[src/rtl/uart_tx_frame_ctrl_if.sv]
// Parallel request and serial line signals of the UART TX framing controller.
// master = upstream byte source, slave = framing controller.
interface uart_tx_frame_ctrl_if #(
    parameter int DATA_WIDTH = 8
);
    logic [DATA_WIDTH-1:0] P_Data;
    logic                  Data_Valid;
    logic                  Parity_EN;
    logic                  Parity_bit;
    logic                  TX_OUT;
    logic                  Busy;
    logic                  Frame_Done;

    modport master (
        output P_Data,
        output Data_Valid,
        output Parity_EN,
        output Parity_bit,
        input  TX_OUT,
        input  Busy,
        input  Frame_Done
    );

    modport slave (
        input  P_Data,
        input  Data_Valid,
        input  Parity_EN,
        input  Parity_bit,
        output TX_OUT,
        output Busy,
        output Frame_Done
    );
endinterface

[src/rtl/uart_tx_frame_ctrl.sv]
// UART TX framing: start bit, DATA_WIDTH data bits LSB-first, optional parity, stop bit.
// One clk cycle per bit; every output is registered.
module uart_tx_frame_ctrl #(
    parameter int DATA_WIDTH = 8
) (
    input  logic                clk,
    input  logic                rst,
    uart_tx_frame_ctrl_if.slave bus
);
    localparam int CNT_W = (DATA_WIDTH > 1) ? $clog2(DATA_WIDTH) : 1;
    localparam logic [CNT_W-1:0] LAST_BIT = CNT_W'(DATA_WIDTH - 1);

    typedef enum logic [2:0] {
        IDLE,
        START,
        DATA,
        PARITY,
        STOP
    } state_t;

    state_t                state;
    logic [CNT_W-1:0]      bit_cnt;
    logic [DATA_WIDTH-1:0] shreg;
    logic                  par_en;
    logic                  tx_out;
    logic                  busy;
    logic                  frame_done;

    assign bus.TX_OUT     = tx_out;
    assign bus.Busy       = busy;
    assign bus.Frame_Done = frame_done;

    always_ff @(posedge clk) begin
        if (rst) begin
            state      <= IDLE;
            bit_cnt    <= '0;
            par_en     <= 1'b0;
            tx_out     <= 1'b1;
            busy       <= 1'b0;
            frame_done <= 1'b0;
        end else begin
            case (state)
                // STOP accepts like IDLE so back-to-back frames need no idle gap
                IDLE, STOP: begin
                    tx_out     <= 1'b1;
                    busy       <= 1'b0;
                    frame_done <= 1'b0;
                    state      <= IDLE;
                    if (bus.Data_Valid) begin
                        shreg  <= bus.P_Data;
                        par_en <= bus.Parity_EN;
                        tx_out <= 1'b0;
                        busy   <= 1'b1;
                        state  <= START;
                    end
                end
                START: begin
                    tx_out  <= shreg[0];
                    shreg   <= shreg >> 1;
                    bit_cnt <= '0;
                    state   <= DATA;
                end
                DATA: begin
                    if (bit_cnt == LAST_BIT) begin
                        if (par_en) begin
                            tx_out <= bus.Parity_bit;
                            state  <= PARITY;
                        end else begin
                            tx_out     <= 1'b1;
                            busy       <= 1'b0;
                            frame_done <= 1'b1;
                            state      <= STOP;
                        end
                    end else begin
                        tx_out  <= shreg[0];
                        shreg   <= shreg >> 1;
                        bit_cnt <= bit_cnt + 1'b1;
                    end
                end
                PARITY: begin
                    tx_out     <= 1'b1;
                    busy       <= 1'b0;
                    frame_done <= 1'b1;
                    state      <= STOP;
                end
                default: begin
                    state <= IDLE;
                end
            endcase
        end
    end
endmodule

[src/flat_wrapper.sv]
// flat-port wrapper written by rule: the top's interface ports become plain ports
module uart_tx_frame_ctrl_flat 
#(
    parameter int DATA_WIDTH = 8
)
  (clk, rst, bus_P_Data, bus_Data_Valid, bus_Parity_EN, bus_Parity_bit, bus_TX_OUT, bus_Busy, bus_Frame_Done);
  uart_tx_frame_ctrl_if #(.DATA_WIDTH(DATA_WIDTH)) bus_i ();
  input  logic clk;
  input  logic rst;
  input wire logic [$bits(bus_i.P_Data)-1:0] bus_P_Data;
  input wire logic [$bits(bus_i.Data_Valid)-1:0] bus_Data_Valid;
  input wire logic [$bits(bus_i.Parity_EN)-1:0] bus_Parity_EN;
  input wire logic [$bits(bus_i.Parity_bit)-1:0] bus_Parity_bit;
  output wire logic [$bits(bus_i.TX_OUT)-1:0] bus_TX_OUT;
  output wire logic [$bits(bus_i.Busy)-1:0] bus_Busy;
  output wire logic [$bits(bus_i.Frame_Done)-1:0] bus_Frame_Done;
  assign bus_i.P_Data = bus_P_Data;
  assign bus_i.Data_Valid = bus_Data_Valid;
  assign bus_i.Parity_EN = bus_Parity_EN;
  assign bus_i.Parity_bit = bus_Parity_bit;
  assign bus_TX_OUT = bus_i.TX_OUT;
  assign bus_Busy = bus_i.Busy;
  assign bus_Frame_Done = bus_i.Frame_Done;
  uart_tx_frame_ctrl #(.DATA_WIDTH(DATA_WIDTH)) u_core (.clk(clk), .rst(rst), .bus(bus_i));
endmodule
[config.mk]
export PLATFORM = sky130hd
export DESIGN_NAME = uart_tx_frame_ctrl_flat
export DESIGN_NICKNAME = d
export VERILOG_FILES = /design/src/rtl/uart_tx_frame_ctrl_if.sv /design/src/rtl/uart_tx_frame_ctrl.sv /design/src/flat_wrapper.sv
export SDC_FILE = /design/constraint.sdc
export NUM_CORES = 1
export LEC_CHECK = 0
export ABC_AREA = 0
export CORE_AREA = 2 2 44 46
export DETAILED_ROUTE_END_ITERATION = 8
export DIE_AREA = 0 0 46 48
export PLACE_DENSITY = 0.77
export RECOVER_POWER = 100
export SLEW_MARGIN = 10
export SYNTH_ARGS = -nofsm -noshare
export SYNTH_HDL_FRONTEND = slang
export SYNTH_SLANG_ARGS = --single-unit
[constraint.sdc]
create_clock -name clk -period 5.4 [get_ports clk]
set_clock_uncertainty 0.1 [all_clocks]
set_input_delay 1.08 -clock clk [delete_from_list [all_inputs] [get_ports clk]]
set_output_delay 1.08 -clock clk [all_outputs]
set_load 0.02 [all_outputs]
Word-level counts from Yosys, hierarchy flattened
Cells that the tools add are included.
Cells by class
  add/sub/neg operators: 1
  equality and inequality tests: 9
  mux-type cells: 20
  bitwise logic cells: 1
  reductions and logical operators: 10
Operators with widths (count)
  $pmux W8 S3: 1
  $mux W8: 2
  $pmux W3 S4: 1
  $mux W1: 9
  $mux W3: 3
  $eq A3 B2 Y1 const B: 2
  $eq A3 B3 Y1 const B: 2
  $ne A2 B2 Y1 const B: 3
  $pmux W1 S3: 2
  $pmux W3 S2: 1
  $reduce_bool A3 Y1: 2
  $pmux W1 S4: 1
  $reduce_and A2 Y1: 2
  $reduce_and A4 Y1: 1
  $reduce_bool A4 Y1: 1
  $add A3 B1 Y3 const B: 1
  $eq A3 B1 Y1 const B: 1
  $logic_not A3 Y1: 1
  $reduce_and A3 Y1: 1
  $ne A2 B1 Y1 const B: 1
  $reduce_bool A2 Y1: 1
  $reduce_or A2 Y1: 1
  $not A1 Y1: 1
Storage, ports and cells
  register bits after elaboration: 18
  input bits: 13
  output and inout port bits: 3
  word-level logic and storage cells: 48

Depth between registers and ports, before layout
  depth after elaboration: 4
  mapped depth: 5
  gate-level depth less buffers: 5

Worst setup path after synthesis
No wires, ideal clock.
  path type: in2reg
  from: input port bus_Data_Valid
  to: register u_core.shreg[0] (enable)
  library setup time: 0.284 ns
  data arrival time: 1.587 ns
  required time: 5.016 ns
  path slack: 3.429 ns
  stages: 2
  buffers on the path: 0
  cells stage by stage: nor2b_1 -> o311a_1
On the way
  cells in the longest elaborated chain, start to end: 2
Ends and longest elaborated chain
  from (decl): RTL line flat_wrapper.sv:11  | input wire logic [$bits(bus_i.Data_Valid)-1:0] bus_Data_Valid;
  $ne A2 B2 Y1 (no source line)
  $reduce_and A4 Y1 (no source line)
  to (signal assigned): RTL line uart_tx_frame_ctrl.sv:50  | shreg <= bus.P_Data;
  to (signal assigned): RTL line uart_tx_frame_ctrl.sv:59  | shreg <= shreg >> 1;
  to (signal assigned): RTL line uart_tx_frame_ctrl.sv:76  | shreg <= shreg >> 1;
  to (decl): RTL line uart_tx_frame_ctrl.sv:23  | logic [DATA_WIDTH-1:0] shreg;
Every way passes these cells.
A chain may end at the register's enable or synchronous reset.

Worst setup path after layout
  from: register u_core.frame_done (netlist: u_core.bus.Frame_Done)
  to: output port bus_Frame_Done
RTL lines
  from (decl): RTL line uart_tx_frame_ctrl.sv:27  | logic frame_done;
  from (signal assigned): RTL line uart_tx_frame_ctrl.sv:40  | frame_done <= 1'b0;
  from (signal assigned): RTL line uart_tx_frame_ctrl.sv:47  | frame_done <= 1'b0;
  from (signal assigned): RTL line uart_tx_frame_ctrl.sv:71  | frame_done <= 1'b1;
  to (decl): RTL line flat_wrapper.sv:16  | output wire logic [$bits(bus_i.Frame_Done)-1:0] bus_Frame_Done;
No word-level cell between the ends.

==> impl_metrics.ini <==
[critical_path]
crit_chain = dlygate4sd3_1
critPathSlowestCell = dlygate4sd3_1
cp.arrival_ps = 1330
critPathLaunch = u_core.bus.Frame_Done
crit_family = buffers and inverters
worstSetupStartpointType = flip-flop
cp_num_buf_inv = 1
r2r-start = u_core.state[0]
worstReg2RegEnd = u_core.shreg[5]
required_ps = 4220
crit_type = flip-flop to primary output
ff2ff_setup_slack_ps = 3270
endpoint_kind = primary output
max_stage_delay_ps = 680
worstRegToRegCells = 3
crit_path_max_fanout = 3

[route]
wl_um = 1320
post_drt_wl_per_cell_um = 12.7
drt_first_pass_iters = 4
drc_errors = 0
vias_per_cell = 5.71
ant_nets = 0
dr_total_vias = 594
drt_iter0_drc = 16

[clock_network]
post_cts_buffers = 0
cts.sinks = 18
cts.path.max_buffers = 2
cts_made_buffers = 3
cts_tree = built
clk-insertion-delay-late_ps = 290
htreeDepth = 1
cts.repair.resized = 0
cts_root_buffer = clkbuf_4
hold_buffers = 0
clk_pin_slew_ps = 90

[synthesis]
yosysTopAreaCell = edfxtp_1
yosysWarnings = 0
netlist_top_cells_count = 10 x dfxtp_1, 8 x edfxtp_1, 7 x mux2_2
synth_area_per_cell_um2 = 12.1
synth_top_area_share_pct = 28.0
synth_area_um2 = 857
ys_seq_elements = 18
yosysMostFrequentCell = dfxtp_1
yosysSeqAreaShare_pct = 51.4
postSynthCellCount = 71
async_reset_ff_share_pct = 0
ys_top_cells_by_area = edfxtp_1 28%, dfxtp_1 23%, mux2_2 9.2%
synth_ff_type = dfxtp_1
synth_cell_types = 30
syn-num-nets = 86
synth_edf_count = 8

[grt]
grt_max_degree = 14
grt_pass1_vias = 541
track_usage_pct = 15.2
gr-total-overflow = 0
grt_pass1_wl_um = 2280
antenna_found_initial = 0

[sta]
maxSlewHeadroom_pct = 50.5
setup_viol = 0
finalCriticalPeriod_ps = 2510
rsz0062_at_grt = no
clock.fmax_mhz = 398
tns_ps = 0
slew_viol_final = 0
worst_slew_pin_slew_ps = 742
hold_viol = 0
finalCritPeriodShare_pct = 46.5

[min_path]
hold_class = flip-flop to flip-flop
hp-start = u_core.bit_cnt[0]
min_to = u_core.bit_cnt[0]
hold_depth = 1

[place]
io_buffers = 15
place_inst = 100
hpwl_um = 1030
gp_congestion = 0.778
placed_cell_area_um2 = 1000

[power_and_ir_drop]
leakage_nw = 0.382
finalPower_mw = 0.269
vdd_drop_max_v = 0.000172
power_density_nw_per_um2 = 265

[floorplanning]
coreArea_um2 = 1690
die_area_um2 = 2210
dieWidth_um = 46
rows = 15
io_pins = 16
fp.dieH_um = 48
initial_core_util_pct = 50.7

[cells_and_area]
nets = 103
final_cells = 104
fin_util_pct = 59.9
fill_cells = 136
drive_gt1_share_pct = 12.6
diodes = 0
final_area_um2 = 1010
area_delta_synth_final_pct = 18.1

[job]
cap_violations = 0

[run_status]
outcome = complete, no violations
[cells in the final DEF (no fill, tap or decap), types with 3 or more instances in the layout]
cell type,instances
o21ai_0,4
clkbuf_4,3
nand2b_1,3
nor2_1,3
dfxtp_1,10
nor2b_1,4
dlygate4sd3_1,6
mux2_2,7
edfxtp_1,8
clkdlybuf4s50_1,9
a21oi_1,4
[power breakdown]
| part | switching, mW | internal (mW) |
|---|---|---|
| Combinational | 0.0176 | 0.0245 |
| Sequential | 0.00609 | 0.154 |
| Clock | 0.0399 | 0.0269 |
[worst max path at each step]
stage	end	cells past startpoint
2_1_floorplan	u_core.shreg[0]	2
3_3_place_gp	u_core.shreg[7]	3
3_5_place_dp	u_core.shreg[3]	3
4_1_cts	bus_Frame_Done	1
5_1_grt	bus_Frame_Done	1
6_report	bus_Frame_Done	1
[state kept, by name (all words and copies together), names as in the netlist]
name,count
u_core.shreg,8
u_core.bit_cnt,3
u_core.state,3
u_core.bus.Busy,1
u_core.bus.Frame_Done,1
u_core.bus.TX_OUT,1
u_core.par_en,1
[cell type report]
class                           instances  area (µm²)  area share [%]
Clock inverter                          1        3.75           0.371
Sequential cell                        18         440            43.5
Multi-Input combinational cell         48         367            36.2
Tap cell                               17        21.3            2.10
Timing Repair Buffer                   15         150            14.8
Inverter                                2        7.51           0.742
Clock buffer                            3        22.5            2.22
[through the flow]
| step | hold slack [ps] | worst slack, ps |
|---|---|---|
| 3_5_place_dp | 382 | 2770 |
| 3_3_place_gp | 369 | 2820 |
| 4_1_cts | 404 | 2930 |
| 2_1_floorplan | 353 | 3430 |
| 5_1_grt | 418 | 2830 |
| 6_report | 401 | 2890 |
[layer usage]
| layer | global-route usage (%) | up-vias | wire, µm |
|---|---|---|---|
| met5 | 0 | - | 0 |
| li1 | - | 298 | - |
| met2 | 24.7 | 21 | 677 |
| met1 | 18.5 | 273 | 561 |
| met4 | 6.86 | 0 | 17 |
| met3 | 4.53 | 2 | 60 |
[cells by family (layout without fill, tap and decap cells)]
logic type,count (synthesis),after routing,share of synthesized area (%)
compound gates,16,16,14.0
simple gates,20,20,14.3
flops,18,18,51.4
mux,10,10,13.3
fa+ha+maj,2,2,2.92
buf+inv,5,21,4.09
(Power assumes the default switching activity.)
==> RTL edit 1, RTL diff (same flow settings) <==
The 5 states of `state_t` get a one-hot encoding in 5 bits.
--- a/src/rtl/uart_tx_frame_ctrl.sv
+++ b/src/rtl/uart_tx_frame_ctrl.sv
@@ -10,12 +10,12 @@
     localparam int CNT_W = (DATA_WIDTH > 1) ? $clog2(DATA_WIDTH) : 1;
     localparam logic [CNT_W-1:0] LAST_BIT = CNT_W'(DATA_WIDTH - 1);
 
-    typedef enum logic [2:0] {
-        IDLE,
-        START,
-        DATA,
-        PARITY,
-        STOP
+    typedef enum logic [4:0] {
+        IDLE   = 5'b00001,
+        START  = 5'b00010,
+        DATA   = 5'b00100,
+        PARITY = 5'b01000,
+        STOP   = 5'b10000
     } state_t;
 
     state_t                state;
Formal check against the unedited RTL: no difference found for any inputs over 10 cycles, from zero or initial values and one cycle with rst high; not proved beyond that.
==> RTL edit 1 against the unedited design <==
- register-to-register slack worse by 0.28 ns
- worst setup slack got worse by 0.29 ns
- count of clock-buffer cells in the layout did not move
- sequential cell count rose by 2
- area after synthesis grew 16%
- total power increased by 8.3%
- design area grew 16%
- non-clock buffer count increased by 1
- sequential power is 8% higher
- routed wire length is 45% higher
- via count is 25% higher
==> RTL edit 1: results <==
{
  "grt_max_degree": 16,
  "synth_cell_types": 38,
  "p_clk_uw": 70.5,
  "status": "finished, final reports clean",
  "first_pass_iters": 5,
  "finalNonFillerCells": 126,
  "yosysSeqAreaShare_pct": 48.1,
  "ys_warn_count": 0,
  "top_regs": "u_core.shreg: 8 flops, u_core.state: 5 flops, u_core.bit_cnt: 3 flops",
  "synthXorXnorAreaFrac_pct": 1.75,
  "placed_cells": 121,
  "wirelength_met1_um": 855,
  "internal-power_uw": 219,
  "preCtsSetupSlack_ns": 2.11,
  "vias": 740,
  "p_leak_uw": 0.000428,
  "cts_htree_levels": 1,
  "multi_input_area_um2": 480,
  "post_cts_buffers": 0,
  "peakVddDrop_mv": 0.177,
  "worstPathArrival_ns": 2.68,
  "cts.clk_slew.worst_paths_ns": 0.11,
  "critPathMaxFanout": 6,
  "dpl.hpwl_um": 1390,
  "slew_headroom_pct": 51.5,
  "grt_util_met1_pct": 22.6,
  "synthCells": 93,
  "synth_mux_area_share_pct": 9.90,
  "clock-root-buffer": "clkbuf_4",
  "synthAdderAreaFrac_pct": 2.51,
  "place_congestion": 0.891,
  "syn-num-nets": 108,
  "drive_above_1_share_pct": 11.9,
  "grt_usage_pct": 19.2,
  "drt_iter0_markers": 12,
  "grt_first_pass_wirelength_um": 2970,
  "wl_um": 1900,
  "diodes": 0,
  "synth_compound_area_share_pct": 13.5,
  "yosys-top-cells-count": "12 x dfxtp_1, 12 x nor2_1, 8 x edfxtp_1, 7 x mux2_2",
  "grt.met2_usage_pct": 35.0,
  "place_area_um2": 1140,
  "power.share.combinational_pct": 16.2,
  "powerDensity_nw_per_um2": 249,
  "wl_met3_um": 81,
  "antenna_found_initial": 0,
  "grt_pass1_vias": 716,
  "grt_use_met3_pct": 2.26,
  "route.met2.wl_um": 954,
  "synth_area_leaders": "dfxtp_1 24%, edfxtp_1 24%, mux2_2 7.9%"
}
-- RTL edit 1: worst max-delay path: stages --
cell             delay (ns)
clkdlybuf4s50_1        0.51
nand3b_1               0.18
a221oi_1               0.57
clkbuf_1               0.35
-- RTL edit 1: area by class of cell --
cell class	count	area share [%]
timing repair buffer	16	13.2
multi-input combinational	67	41.1
clock inverter	1	0.321
tap	17	1.82
inverter	2	0.642
sequential	20	41.1
clock buffer	3	1.93
-- RTL edit 1: path summary, 6_finish.rpt --
path / from / slack [ns] / cells past startpoint / end
worst min register to register: u_core.bus.Frame_Done$_SDFFE_PP0P_ / 0.36 / 2 / u_core.bus.Frame_Done$_SDFFE_PP0P_
worst max register to register: u_core.state[0]$_SDFFE_PP1P_ / 2.99 / 4 / u_core.shreg[6]$_DFFE_PP_
worst min-delay path: u_core.bus.Frame_Done$_SDFFE_PP0P_ / 0.36 / 2 / u_core.bus.Frame_Done$_SDFFE_PP0P_
worst max-delay path: bus_Data_Valid / 2.60 / 4 / u_core.shreg[6]$_DFFE_PP_
==> RTL edit 2, RTL diff (same settings) <==
Made on the original files. `DATA_WIDTH` is set to 8 in 3 places; all go to 4.
--- a/src/rtl/uart_tx_frame_ctrl_if.sv
+++ b/src/rtl/uart_tx_frame_ctrl_if.sv
@@ -1,7 +1,7 @@
 // Parallel request and serial line signals of the UART TX framing controller.
 // master = upstream byte source, slave = framing controller.
 interface uart_tx_frame_ctrl_if #(
-    parameter int DATA_WIDTH = 8
+    parameter int DATA_WIDTH = 4
 );
     logic [DATA_WIDTH-1:0] P_Data;
     logic                  Data_Valid;
--- a/src/rtl/uart_tx_frame_ctrl.sv
+++ b/src/rtl/uart_tx_frame_ctrl.sv
@@ -1,7 +1,7 @@
 // UART TX framing: start bit, DATA_WIDTH data bits LSB-first, optional parity, stop bit.
 // One clk cycle per bit; every output is registered.
 module uart_tx_frame_ctrl #(
-    parameter int DATA_WIDTH = 8
+    parameter int DATA_WIDTH = 4
 ) (
     input  logic                clk,
     input  logic                rst,
--- a/src/flat_wrapper.sv
+++ b/src/flat_wrapper.sv
@@ -1,7 +1,7 @@
 // flat-port wrapper written by rule: the top's interface ports become plain ports
 module uart_tx_frame_ctrl_flat 
 #(
-    parameter int DATA_WIDTH = 8
+    parameter int DATA_WIDTH = 4
 )
   (clk, rst, bus_P_Data, bus_Data_Valid, bus_Parity_EN, bus_Parity_bit, bus_TX_OUT, bus_Busy, bus_Frame_Done);
   uart_tx_frame_ctrl_if #(.DATA_WIDTH(DATA_WIDTH)) bus_i ();
Ports: changed (resized bus_P_Data); port bits go from 16 to 12. No check against the original RTL was run, so the function may have changed too.
==> RTL edit 2 against the unedited design <==
- sequential share of layout area shrank 6.4 points
- design area shrank 20%
- sequential cell count shrank 5
- area after synthesis shrank 19%
- total power shrank 22%
- non-clock buffer count shrank 4
- routed wire length shrank 7.4%
- worst setup slack gained 0.020 ns
- critical path type unchanged
- critical endpoint unchanged
- largest power group unchanged
==> RTL edit 2: results <==
{
  "worstPathArrival_ns": 1.31,
  "vias": 546,
  "maxSlewViolCount": 0,
  "yosys-top-cells-count": "9 x dfxtp_1, 9 x nor2_1, 7 x a21oi_1, 6 x nor3_1",
  "startpoint": "u_core.bus.Frame_Done$_SDFFE_PP0P_",
  "p_leak_uw": 0.000283,
  "yosysSeqAreaShare_pct": 43.1,
  "worstHoldPathType": "reg2reg",
  "final.fill_count": 171,
  "async_reset_ff_share_pct": 0,
  "ys_warn_count": 0,
  "grt_max_degree": 16,
  "synth_edf_count": 4,
  "grt_usage_pct": 12.8,
  "slowest_stage": "dlygate4sd3_1",
  "cts_htree_levels": 1,
  "place_congestion": 0.755,
  "drive_above_1_share_pct": 15.5,
  "post_cts_resized": 0,
  "clock-root-buffer": "clkbuf_4",
  "cts_buffer_depth": 2,
  "diodes": 0,
  "hp-start": "u_core.bit_cnt[1]$_SDFFE_PP0P_",
  "first_pass_iters": 4,
  "layout.nets": 95,
  "r2r_start": "u_core.state[1]$_SDFFE_PP0P_",
  "synthFlopType": "dfxtp_1",
  "clk_latency_ns": 0.28,
  "synth_area_leaders": "dfxtp_1 26%, edfxtp_1 17%, a21oi_1 5.0%",
  "antenna_found_initial": 0,
  "rrSetupSlack_ns": 3.61,
  "cts.clk_slew.worst_paths_ns": 0.09,
  "critPathMaxFanout": 3,
  "cts_buffers": 3,
  "grt_pass1_vias": 460,
  "critPathMaxStageDelay_ns": 0.68,
  "peakVddDrop_mv": 0.117,
  "worstMarginPinSlew_ns": 0.480,
  "dpl.hpwl_um": 914,
  "grt-ovfl-total": 0,
  "io_buffer_count": 11,
  "status": "finished, final reports clean",
  "wl_um": 1220,
  "post_cts_buffers": 0,
  "cp_top_family": "buffers and inverters",
  "grt_first_pass_wirelength_um": 1990,
  "syn-num-nets": 84,
  "fin_hold_ws_ns": 0.417,
  "top_regs": "u_core.shreg: 4 flops, u_core.state: 3 flops, u_core.bit_cnt: 2 flops",
  "drt_iter0_markers": 12,
  "synth_cell_types": 28
}
## RTL edit 2: cell types whose count changed after synthesis, sizes merged, moves of 3 or more
cell and change:
edfxtp -4, mux2 -5, nor3 +4, nor2 +7, nand2 +3, a21oi +3
## RTL edit 2: cell type report
type,instances,area (um^2),share of cell area [%]
multi-input combinational,53,339,41.9
sequential,13,300,37.1
timing repair buffer,11,110,13.6
clock buffer,3,22.5,2.78
tap,17,21.3,2.63
inverter,3,11.3,1.39
clock inverter,1,5.00,0.618
## RTL edit 2: kinds of logic after synthesis
logic type,synth area share [%]
XOR/XNOR,1.26
AND/OR/NAND/NOR,23.5
buffers and inverters,8.26
AO/OA/AOI/OAI,15.8
multiplexers,6.28
adder cells (fa/ha/maj),1.80
flip-flops,43.1
## RTL edit 2: through the flow
stage	std cells	cell area [um^2]	setup WS [ns]
5_1_grt	101	810	2.86
6_report	101	810	2.91
4_1_cts	101	810	2.96
3_3_place_gp	97	782	2.85
3_5_place_dp	97	782	2.81
2_1_floorplan	74	697	3.46
## RTL edit 2: power breakdown
part           switching [uW]  internal, uW
Combinational            16.1          19.1
Sequential               6.74           108
Clock                    33.1          27.4
## RTL edit 2: worst paths after layout
check | to | cells after the start
worst min-delay path | u_core.bit_cnt[1]$_SDFFE_PP0P_ | 2
worst max-delay path | bus_Frame_Done | 1
worst min register to register | u_core.bit_cnt[1]$_SDFFE_PP0P_ | 2
worst max register to register | u_core.shreg[1]$_DFFE_PP_ | 3
## RTL edit 2: per-layer routing
| metal | routed length, um | track usage [%] | share of wire [%] |
|---|---|---|---|
| met5 | 0 | 0 | 0 |
| met1 | 536 | 17.3 | 44 |
| met3 | 65 | 2.26 | 5.3 |
| met2 | 605 | 18.6 | 50 |
| met4 | 12 | 8.57 | 0.98 |
